[config.mk]
export PLATFORM = sky130hd
export DESIGN_NAME = pipelined_adder_flat
export DESIGN_NICKNAME = d
export VERILOG_FILES = /design/src/rtl/pipelined_adder_pkg.sv /design/src/rtl/pipelined_adder_if.sv /design/src/rtl/pipelined_adder_stage.sv /design/src/rtl/pipelined_adder.sv /design/src/flat_wrapper.sv
export SDC_FILE = /design/constraint.sdc
export NUM_CORES = 1
export LEC_CHECK = 0
export CORE_ASPECT_RATIO = 0.75
export CORE_MARGIN = 4
export CORE_UTILIZATION = 50
export CTS_CLUSTER_DIAMETER = 150
export DETAILED_ROUTE_END_ITERATION = 16
export PLACE_DENSITY = 0.82
export SLEW_MARGIN = 20
export SYNTH_ARGS = -nofsm -noshare
export SYNTH_HDL_FRONTEND = slang
export SYNTH_SLANG_ARGS = --single-unit
export TNS_END_PERCENT = 5
[constraint.sdc]
create_clock -name clk -period 4.75 [get_ports clk]
set_clock_uncertainty 0.05 [all_clocks]
set_input_delay 1.1875 -clock clk [delete_from_list [all_inputs] [get_ports clk]]
set_output_delay 1.1875 -clock clk [all_outputs]
set_load 0.01 [all_outputs]
[src/rtl/pipelined_adder_pkg.sv]
// Shared defaults and configuration helpers for the pipelined adder/subtractor.
package pipelined_adder_pkg;

   localparam int DEF_WIDTH  = 32;
   localparam int DEF_STAGES = 4;

   function automatic bit cfg_ok(input int width, input int stages);
      return (stages >= 1) && (width % stages == 0);
   endfunction

endpackage

[src/rtl/pipelined_adder_if.sv]
// Operand/result handshake bundle: the producer/consumer side is master, the adder is slave.
interface pipelined_adder_if
   import pipelined_adder_pkg::*;
   #(parameter int WIDTH = DEF_WIDTH);

   logic             in_valid;
   logic             in_ready;
   logic [WIDTH-1:0] a;
   logic [WIDTH-1:0] b;
   logic             cin;
   logic             sub;
   logic             out_valid;
   logic             out_ready;
   logic [WIDTH-1:0] sum;
   logic             cout;
   logic             overflow;

   modport master (
      output in_valid, a, b, cin, sub, out_ready,
      input  in_ready, out_valid, sum, cout, overflow
   );

   modport slave (
      input  in_valid, a, b, cin, sub, out_ready,
      output in_ready, out_valid, sum, cout, overflow
   );

endinterface

[src/rtl/pipelined_adder_stage.sv]
// One chunk of ripple-carry addition; also exposes the carry into its MSB for overflow.
module adder_stage #(
   parameter int W = 8
) (
   input  logic [W-1:0] x,
   input  logic [W-1:0] y,
   input  logic         ci,
   output logic [W-1:0] s,
   output logic         co,
   output logic         cm
);

   logic [W:0] c;

   always_comb begin
      c    = '0;
      s    = '0;
      c[0] = ci;
      for (int i = 0; i < W; i++) begin
         s[i]   = x[i] ^ y[i] ^ c[i];
         c[i+1] = (x[i] & y[i]) | (c[i] & (x[i] ^ y[i]));
      end
   end

   assign co = c[W];
   assign cm = c[W-1];

endmodule

[src/rtl/pipelined_adder.sv]
// Pipelined adder/subtractor: WIDTH bits split into STAGES chunks, carry registered between chunks,
// valid/ready handshake with a per-stage ready chain so bubbles collapse.
module pipelined_adder
   import pipelined_adder_pkg::*;
#(
   parameter int WIDTH  = DEF_WIDTH,
   parameter int STAGES = DEF_STAGES
) (
   input logic               clk,
   input logic               rst_n,
   pipelined_adder_if.slave  bus
);

   localparam int CHUNK = WIDTH / STAGES;

   if (!cfg_ok(WIDTH, STAGES)) begin : g_cfg_check
      $error("pipelined_adder: WIDTH must be a multiple of STAGES and STAGES >= 1");
   end

   logic [STAGES:0]                ready;
   logic [STAGES-1:0]              v_q, c_q, v_src, c_src, co, cm;
   logic [STAGES-1:0][WIDTH-1:0]   a_q, b_q, s_q;
   logic [STAGES-1:0][WIDTH-1:0]   a_src, b_src, s_src, s_nxt;
   logic [STAGES-1:0][CHUNK-1:0]   chunk_s;
   logic                           ovf_q;

   // Stage 0 takes operands from the bus (b pre-inverted for subtract); later stages from the previous register.
   always_comb begin
      ready         = '0;
      ready[STAGES] = bus.out_ready;
      for (int k = STAGES - 1; k >= 0; k--) begin
         ready[k] = !v_q[k] || ready[k+1];
      end

      v_src    = '0;
      c_src    = '0;
      a_src    = '0;
      b_src    = '0;
      s_src    = '0;
      v_src[0] = bus.in_valid;
      c_src[0] = bus.sub | bus.cin;
      a_src[0] = bus.a;
      b_src[0] = bus.sub ? ~bus.b : bus.b;
      for (int k = 1; k < STAGES; k++) begin
         v_src[k] = v_q[k-1];
         c_src[k] = c_q[k-1];
         a_src[k] = a_q[k-1];
         b_src[k] = b_q[k-1];
         s_src[k] = s_q[k-1];
      end

      s_nxt = s_src;
      for (int k = 0; k < STAGES; k++) begin
         s_nxt[k][k*CHUNK +: CHUNK] = chunk_s[k];
      end
   end

   for (genvar k = 0; k < STAGES; k++) begin : g_stage
      adder_stage #(.W(CHUNK)) u_add (
         .x  (a_src[k][k*CHUNK +: CHUNK]),
         .y  (b_src[k][k*CHUNK +: CHUNK]),
         .ci (c_src[k]),
         .s  (chunk_s[k]),
         .co (co[k]),
         .cm (cm[k])
      );
   end

   always_ff @(posedge clk or negedge rst_n) begin
      if (!rst_n) begin
         v_q   <= '0;
         c_q   <= '0;
         a_q   <= '0;
         b_q   <= '0;
         s_q   <= '0;
         ovf_q <= 1'b0;
      end else begin
         for (int k = 0; k < STAGES; k++) begin
            if (ready[k]) begin
               v_q[k] <= v_src[k];
               if (v_src[k]) begin
                  a_q[k] <= a_src[k];
                  b_q[k] <= b_src[k];
                  s_q[k] <= s_nxt[k];
                  c_q[k] <= co[k];
               end
            end
         end
         if (ready[STAGES-1] && v_src[STAGES-1]) begin
            ovf_q <= cm[STAGES-1] ^ co[STAGES-1];
         end
      end
   end

   assign bus.in_ready  = ready[0];
   assign bus.out_valid = v_q[STAGES-1];
   assign bus.sum       = s_q[STAGES-1];
   assign bus.cout      = c_q[STAGES-1];
   assign bus.overflow  = ovf_q;

endmodule

[src/flat_wrapper.sv]
// flat-port wrapper written by rule: the top's interface ports become plain ports
module pipelined_adder_flat import pipelined_adder_pkg::*;
#(
   parameter int WIDTH  = DEF_WIDTH,
   parameter int STAGES = DEF_STAGES
)
  (clk, rst_n, bus_in_valid, bus_a, bus_b, bus_cin, bus_sub, bus_out_ready, bus_in_ready, bus_out_valid, bus_sum, bus_cout, bus_overflow);
  pipelined_adder_if #(.WIDTH(WIDTH)) bus_i ();
  input logic clk;
  input logic rst_n;
  input wire logic [$bits(bus_i.in_valid)-1:0] bus_in_valid;
  input wire logic [$bits(bus_i.a)-1:0] bus_a;
  input wire logic [$bits(bus_i.b)-1:0] bus_b;
  input wire logic [$bits(bus_i.cin)-1:0] bus_cin;
  input wire logic [$bits(bus_i.sub)-1:0] bus_sub;
  input wire logic [$bits(bus_i.out_ready)-1:0] bus_out_ready;
  output wire logic [$bits(bus_i.in_ready)-1:0] bus_in_ready;
  output wire logic [$bits(bus_i.out_valid)-1:0] bus_out_valid;
  output wire logic [$bits(bus_i.sum)-1:0] bus_sum;
  output wire logic [$bits(bus_i.cout)-1:0] bus_cout;
  output wire logic [$bits(bus_i.overflow)-1:0] bus_overflow;
  assign bus_i.in_valid = bus_in_valid;
  assign bus_i.a = bus_a;
  assign bus_i.b = bus_b;
  assign bus_i.cin = bus_cin;
  assign bus_i.sub = bus_sub;
  assign bus_i.out_ready = bus_out_ready;
  assign bus_in_ready = bus_i.in_ready;
  assign bus_out_valid = bus_i.out_valid;
  assign bus_sum = bus_i.sum;
  assign bus_cout = bus_i.cout;
  assign bus_overflow = bus_i.overflow;
  pipelined_adder #(.WIDTH(WIDTH), .STAGES(STAGES)) u_core (.clk(clk), .rst_n(rst_n), .bus(bus_i));
endmodule
==> results.md, run 1 <==
* Outcome: complete, no violations
* Die Width at 154 um
* RSZ-0062 raised after global routing: false
* Post-synth top cells: 185 x dfrtp_1, 132 x mux2_2, 43 x inv_1, 32 x fa_1, 29 x mux2_1
* Global Route Usage Sum at 17.1%
* Peak supply drop at 0.284 mV
* Max-slew violation count at 0
* Largest net degree at the start of global routing at 119
* NumNets Final at 727
* Vias post-DR at ~4.3k
* Max transition margin at between 30% and 40%
* Reg2Reg Capture Point: u_core.bus.sum[31]$_DFFE_PN0P_
* CTS clk-pin slew, worst paths at 60 ps
* Synth Instances at about 520
* Hold WS at around 440 ps
* DP Area at around 9200 um2
* Crit-path cells: clkdlybuf4s50_1 > xnor2_2 > fa_2 > inv_2 > fa_1 > inv_1 > fa_2 > fa_2 > fa_2 > fa_2 > fa_1 > inv_1 > fa_1 > mux2_1
* Top cells by area, synth: dfrtp_1 58%, mux2_2 19%, fa_1 8.0%
* 1st-iter DRT viols at 239
* Layout cell share with drive strength beyond 1 at ~29%
* FF+latch area at 4630 um2
* Post-synth EDFFs at 0
* DR WL/cell at 17.2 um
* Leak Pwr at 4.26 nW
* Crit path kind: input pin to register
* P&R area growth vs syn at 21.9%
* First drt pass iteration count at 4
* CTS Buf Count at 17
* Tot Pwr at 5.43 mW
* P_int at 3.87 mW
* Fillers at 1130
* First-pass GRT wire length at 24800 um
* Seq pwr share at 45.8%
* Critical Path Source: bus_b[0]
* Post-synth ARST share at 100%
* Longest Clk Path Bufs at 2
* Synthesis-stage register bit count at 185
* Initial antenna violation count at 0
* P_sw at about 1.6 mW
* CTS tree: yes
* Biggest area consumer among synthesized cells: dfrtp_1
* Post-synthesis cell type count at 26
* Biggest cell delay along the critical path at 440 ps
* Final Instance Area at a little under 10000 um2
* Worst Setup End Kind: register
* Clock share of power at 23.6%
* CP Max Fanout at 1
* Power density over cell area at ~550 nW/um2
* Synth warn at 0
* Syn avg cell area at 15.5 um2
* Die area at ~18000 um2
* Hpwl dp at a little under 10000 um
* Seq/Total Area, Yosys at slightly below 60%
* Gpl congestion at 0.749
* Root buffer cell: clkbuf_16
* Peak Freq at 213 MHz
* FF-to-FF path depth at 12
* Comb pwr share at 30.6%
* DRC violations left at 0
* Cell Area, Synth at roughly 8000 um2
* CP required at about 5000 ps
* Vias in the first global route at 4855
* Mapped Nets at roughly 620
* Top-count cell post-synth: dfrtp_1
* Most used cell, CP: fa_2
* Post-CTS setup repair buffer count at 0
* Setup TNS at 0 ps
* ANT cells at 0
* Clock sink count at 185
* Area share of the largest cell type after synthesis at 57.7%
* Net switching fraction of the power at 28.7%
* Die H at 118 um
* Final worst path period share at 98.7%
* Multi-input logic area at 3080 um2
* Row count at 39
* Via density at around 5.1
* Hold-critical path depth at 1
* Final setup vio count at 0
* Ports at 106
* H-tree depth at 4
* Worst Setup Start Kind: input pin
* FF-to-FF setup slack at between 400 and 500 ps
* IO buf count at 105
* GRT overflow at 0
* Worst path arrival time at 4940 ps
* Min-delay src: u_core.b_q[56]$_DFFE_PN0P_
* Hold Fails Final Rpt at 0
* Final min period at 4690 ps
* Predominant post-synthesis flop cell: dfrtp_1
* Critical-path top delay cell: clkdlybuf4s50_1
* Routed Antenna Nets at 0
* Worst hold path type: register to register
* RR Startpoint: u_core.c_q[2]$_DFFE_PN0P_
* Max-cap viol count at 0
* Measured slew at the worst slew-check pin at 975 ps
* Starting Density at ~52%
* Clock Latency Late Sink at 420 ps
* Core area at 15500 um2
* Final WL at 14500 um
* Min-Delay Endpoint: u_core.b_q[56]$_DFFE_PN0P_
-- placed cells by master (no fill, tap or decap), drive strengths merged, types with 2 or more instances in the layout --
| cell | netlist | routed |
|---|---|---|
| buf | 22 | 8 |
| clkbuf | 1 | 24 |
| clkdlybuf4s50 | 0 | 103 |
| clkinv | 0 | 7 |
| dfrtp | 185 | 185 |
| fa | 32 | 32 |
| inv | 43 | 43 |
| mux2 | 161 | 161 |
| mux2i | 14 | 14 |
| nand2 | 3 | 3 |
| nand2b | 2 | 2 |
| o21ai | 15 | 15 |
| xnor2 | 8 | 8 |
| xor2 | 25 | 25 |
-- layout make-up --
| cell class | instances | area share, % |
|---|---|---|
| tap | 205 | 2.62 |
| multi-input combinational | 266 | 31.5 |
| timing repair buffer | 112 | 11.5 |
| sequential | 185 | 47.3 |
| clock inverter | 8 | 0.473 |
| clock buffer | 23 | 4.98 |
| inverter | 43 | 1.65 |
-- logic make-up (layout without fill, tap and decap cells) --
family          count (synthesis)  after routing  synth area share (%)
xor+xnor                       33             33                  3.60
simple gates                    9              9                 0.686
mux                           175            175                  24.3
flops                         185            185                  57.7
fa+ha+maj                      32             32                  7.98
compound gates                 17             17                  1.45
buf+inv                        66            186                  4.30
-- what timing repair did --
item | in CTS | in global routing
cloned | 0 | 0
endpoints found under the setup margin | 1 | 1
resized for setup | 1 | 3
pin swaps | 0 | 0
hold buffers | 0 | 0
-- worst max-delay path: cells and delay by family --
family,cells,cell delay (ps)
adder cells (fa/ha/maj),8,2650
buffers and inverters,4,650
multiplexers,1,290
XOR/XNOR,1,160
-- metal layers --
metal | global-route usage, % | vias up | routed length, um
met5 | 0 | - | 0
met4 | 5.30 | 0 | 165
met3 | 4.45 | 14 | 569
met2 | 26.9 | 73 | 7020
met1 | 23.4 | 2248 | 6770
li1 | - | 1930 | -
-- registers in the layout (all words and copies together), names as in the netlist --
signal	cells
u_core.b_q	48
u_core.bus.overflow	1
u_core.a_q	48
u_core.v_q	4
u_core.c_q	4
u_core.bus.sum	32
u_core.s_nxt	48
-- how the worst max path moves through the flow --
stage	end	slack, ps	depth (start not counted)
after floorplan	u_core.s_nxt[39]$_DFFE_PN0P_	-150	15
after global placement	u_core.s_nxt[39]$_DFFE_PN0P_	-390	14
after detailed placement	u_core.s_nxt[39]$_DFFE_PN0P_	-510	14
after CTS	u_core.s_nxt[39]$_DFFE_PN0P_	20	14
after global routing	u_core.s_nxt[39]$_DFFE_PN0P_	8	14
final	u_core.s_nxt[39]$_DFFE_PN0P_	60	14
-- per-stage QoR --
stage / setup WS, ps / cells / utilization (%)
after detailed placement: -509 / 811 / 59.8
final: 61.3 / 842 / 63.3
after global placement: -393 / 811 / 59.8
after global routing: 7.87 / 842 / 63.3
after CTS: 20.7 / 842 / 63.2
after floorplan: -153 / 517 / -
-- power groups by stage --
stage               Clock [mW]  Sequential [mW]  Combinational [mW]
finish                    1.28             2.49                1.66
global route              1.39             2.56                1.86
CTS                       1.32             2.50                1.70
detailed placement           0             2.52                1.69
global placement             0             2.48                1.61
floorplan                    0             2.49               0.995
(Power assumes the default switching activity.)
==> inputs of run 2 (changes only) <==
clock period = 5.3 ns   (was 4.75 ns; I/O delays follow)
==> run 2 against run 1 <==
Power is 6.9% lower. Flip-flop and latch count stayed put. Final area is 0.43% higher. Sequential share of layout area is 0.20 points lower. Die area stayed put. Clock-buffer cell count is 1 lower. Via count is 1.1% higher. Wire length is 1.3% higher. Clock power is 4% higher. Critical path depth stayed put. Global-route usage is 0.39 points higher. Critical path type unchanged. Highest routed layer unchanged.
==> results.md, run 2 (synthesis results as in run 1) <==
* Hpwl dp at 9670 um (about the same)
* Max transition margin at 34.2% (-0.59 points)
* Biggest cell delay along the critical path at 410 ps (-30 ps)
* DRC violations left at 0 (unchanged)
* Net switching fraction of the power at 28.1% (-0.63 points)
* Gpl congestion at 0.762 (+1.8%)
* Peak Freq at 199 MHz
* Max-cap viol count at 0 (unchanged)
* Vias post-DR at 4314 (+1.1%)
* 1st-iter DRT viols at 171 (-28%)
* Row count at 39 (unchanged)
* Comb pwr share at 29.4% (-1.2 points)
* ANT cells at 0 (unchanged)
* Root buffer cell: clkbuf_16
* Final core utilization at 63.6% (+0.28 points)
* Power density over cell area at 515 nW/um2 (-7.3%)
* IO buf count at 105 (unchanged)
* H-tree depth at 4 (unchanged)
* Non-Filler Instances at 842 (unchanged)
* P_int at 3.64 mW (-6.0%)
* Worst path arrival time at 5270 ps (+330 ps)
* CP Max Fanout at 1 (unchanged)
* Outcome: complete, no violations
* Clock share of power at 26.3% (+2.7 points)
* Final WL at 14700 um (+1.3%)
* RSZ-0062 raised after global routing: false
* Routed Antenna Nets at 0 (unchanged)
* Initial antenna violation count at 0 (unchanged)
* Global Route Usage Sum at 17.5% (+0.39 points)
* Place WS at -207 ps (+302 ps)
* First-pass GRT wire length at 25200 um (+1.9%)
* Worst Setup End Kind: register
* Clock Latency Late Sink at 410 ps (about the same)
* Die Width at 154 um (unchanged)
* Worst Setup Slack, final at 278 ps (+216 ps)
* DR WL/cell at 17.5 um (+1.3%)
* Final setup vio count at 0 (unchanged)
* P&R area growth vs syn at 22.5%
* Most common library cell in the layout ignoring fill and taps: dfrtp_1
* Crit-path leading delay family: adder cells
* Placed cell count at 810 (-0.12%)
* P_sw at 1.42 mW (-8.9%)
* Measured slew at the worst slew-check pin at 983 ps (+8.83 ps)
* Most used cell, CP: fa_1
* CTS clk-pin slew, worst paths at 70 ps (about the same)
* Via density at 5.12 (+1.1%)
* Fillers at 1114 (-1.4%)
* Die area at 18200 um2 (unchanged)
* CTS Buf Count at 17 (unchanged)
* Leak Pwr at 4.29 nW (+0.61%)
* Worst Setup Start Kind: input pin
* Ports at 106 (unchanged)
* Vias in the first global route at 5049 (+4.0%)
* Hold-fix buffers, CTS at 0 (unchanged)
* Final worst path period share at 94.8%
* CTS resizes at 0 (-1)
* CTS tree: yes
* Layout cell share with drive strength beyond 1 at 27.5% (-1.3 points)
* Peak supply drop at 0.352 mV (+24%)
* Die H at 118 um (unchanged)
* Critical-path top delay cell: clkdlybuf4s50_1
* First drt pass iteration count at 4 (unchanged)
* Clock sink count at 185 (unchanged)
* CP required at 5550 ps (+550 ps)
* NumNets Final at 726 (-0.14%)
* Largest net degree at the start of global routing at 121 (+1.7%)
* Post-CTS setup repair buffer count at 0 (unchanged)
* Final min period at between 5000 and 6000 ps
* Crit-path cells: clkdlybuf4s50_1 > xnor2_1 > fa_1 > inv_1 > fa_1 > inv_1 > fa_1 > fa_1 > fa_1 > fa_1 > fa_1 > inv_1 > fa_1 > mux2_1
* Crit path kind: input pin to register
* Starting Density at 51.9% (unchanged)
* GRT overflow at 0 (unchanged)
* Worst hold path type: register to register
* Longest Clk Path Bufs at 2 (unchanged)
* Core area at 15500 um2 (unchanged)
* Seq pwr share at 44.3% (-1.5 points)
* WP buf/inv at 4 (unchanged)
* Most frequent cells in the layout: 185 x dfrtp_1, 132 x mux2_2, 103 x clkdlybuf4s50_1, 43 x inv_1, 32 x fa_1
* Hold Fails Final Rpt at 0 (unchanged)
* Hold WS at 435 ps (-2.79 ps)
* Max-slew violation count at 0 (unchanged)
==> run 2: area by class of cell <==
class / instances / area, um2 / area share [%]
inverter: 43 / 161 / 1.64
sequential: 185 / 4630 / 47.1
multi-input combinational: 266 / 3060 / 31.1
clock inverter: 10 / 165 / 1.68
tap: 205 / 256 / 2.61
timing repair buffer: 111 / 1090 / 11.1
clock buffer: 22 / 464 / 4.72
==> run 2: layer usage <==
layer	track usage, %	vias up	wire length [um]
met3	4.01	10	628
li1	-	1948	-
met5	0	-	0
met4	5.24	0	124
met2	28.9	94	7390
met1	23.1	2262	6570
==> run 2: power by group through the flow <==
stage | clock [mW] | sequential, mW | combinational (mW)
2_1_floorplan | 0 | 2.23 | 0.890
3_3_place_gp | 0 | 2.22 | 1.44
3_5_place_dp | 0 | 2.27 | 1.51
4_1_cts | 1.36 | 2.25 | 1.53
5_1_grt | 1.42 | 2.31 | 1.68
6_report | 1.33 | 2.24 | 1.49
==> run 2: worst paths after layout <==
kind / from / end / slack (ps) / depth (start not counted)
min reg2reg: u_core.b_q[26]$_DFFE_PN0P_ / u_core.b_q[26]$_DFFE_PN0P_ / 430 / 1
max: bus_b[0] / u_core.s_nxt[39]$_DFFE_PN0P_ / 280 / 14
max reg2reg: u_core.c_q[2]$_DFFE_PN0P_ / u_core.bus.sum[31]$_DFFE_PN0P_ / 940 / 12
min: u_core.b_q[26]$_DFFE_PN0P_ / u_core.b_q[26]$_DFFE_PN0P_ / 430 / 1
min in group asynchronous: rst_n / u_core.a_q[10]$_DFFE_PN0P_ / 970 / 1
max in group asynchronous: rst_n / u_core.a_q[63]$_DFFE_PN0P_ / 3110 / 2
==> run 2: through the flow <==
step | setup TNS (ps) | instance area (um2) | total power, mW
CTS | 0 | 9830 | 5.14
global route | 0 | 9830 | 5.41
detailed placement | -207 | 9200 | 3.78
global placement | -100 | 9200 | 3.67
floorplan | 0 | 8030 | 3.12
finish | 0 | 9830 | 5.06
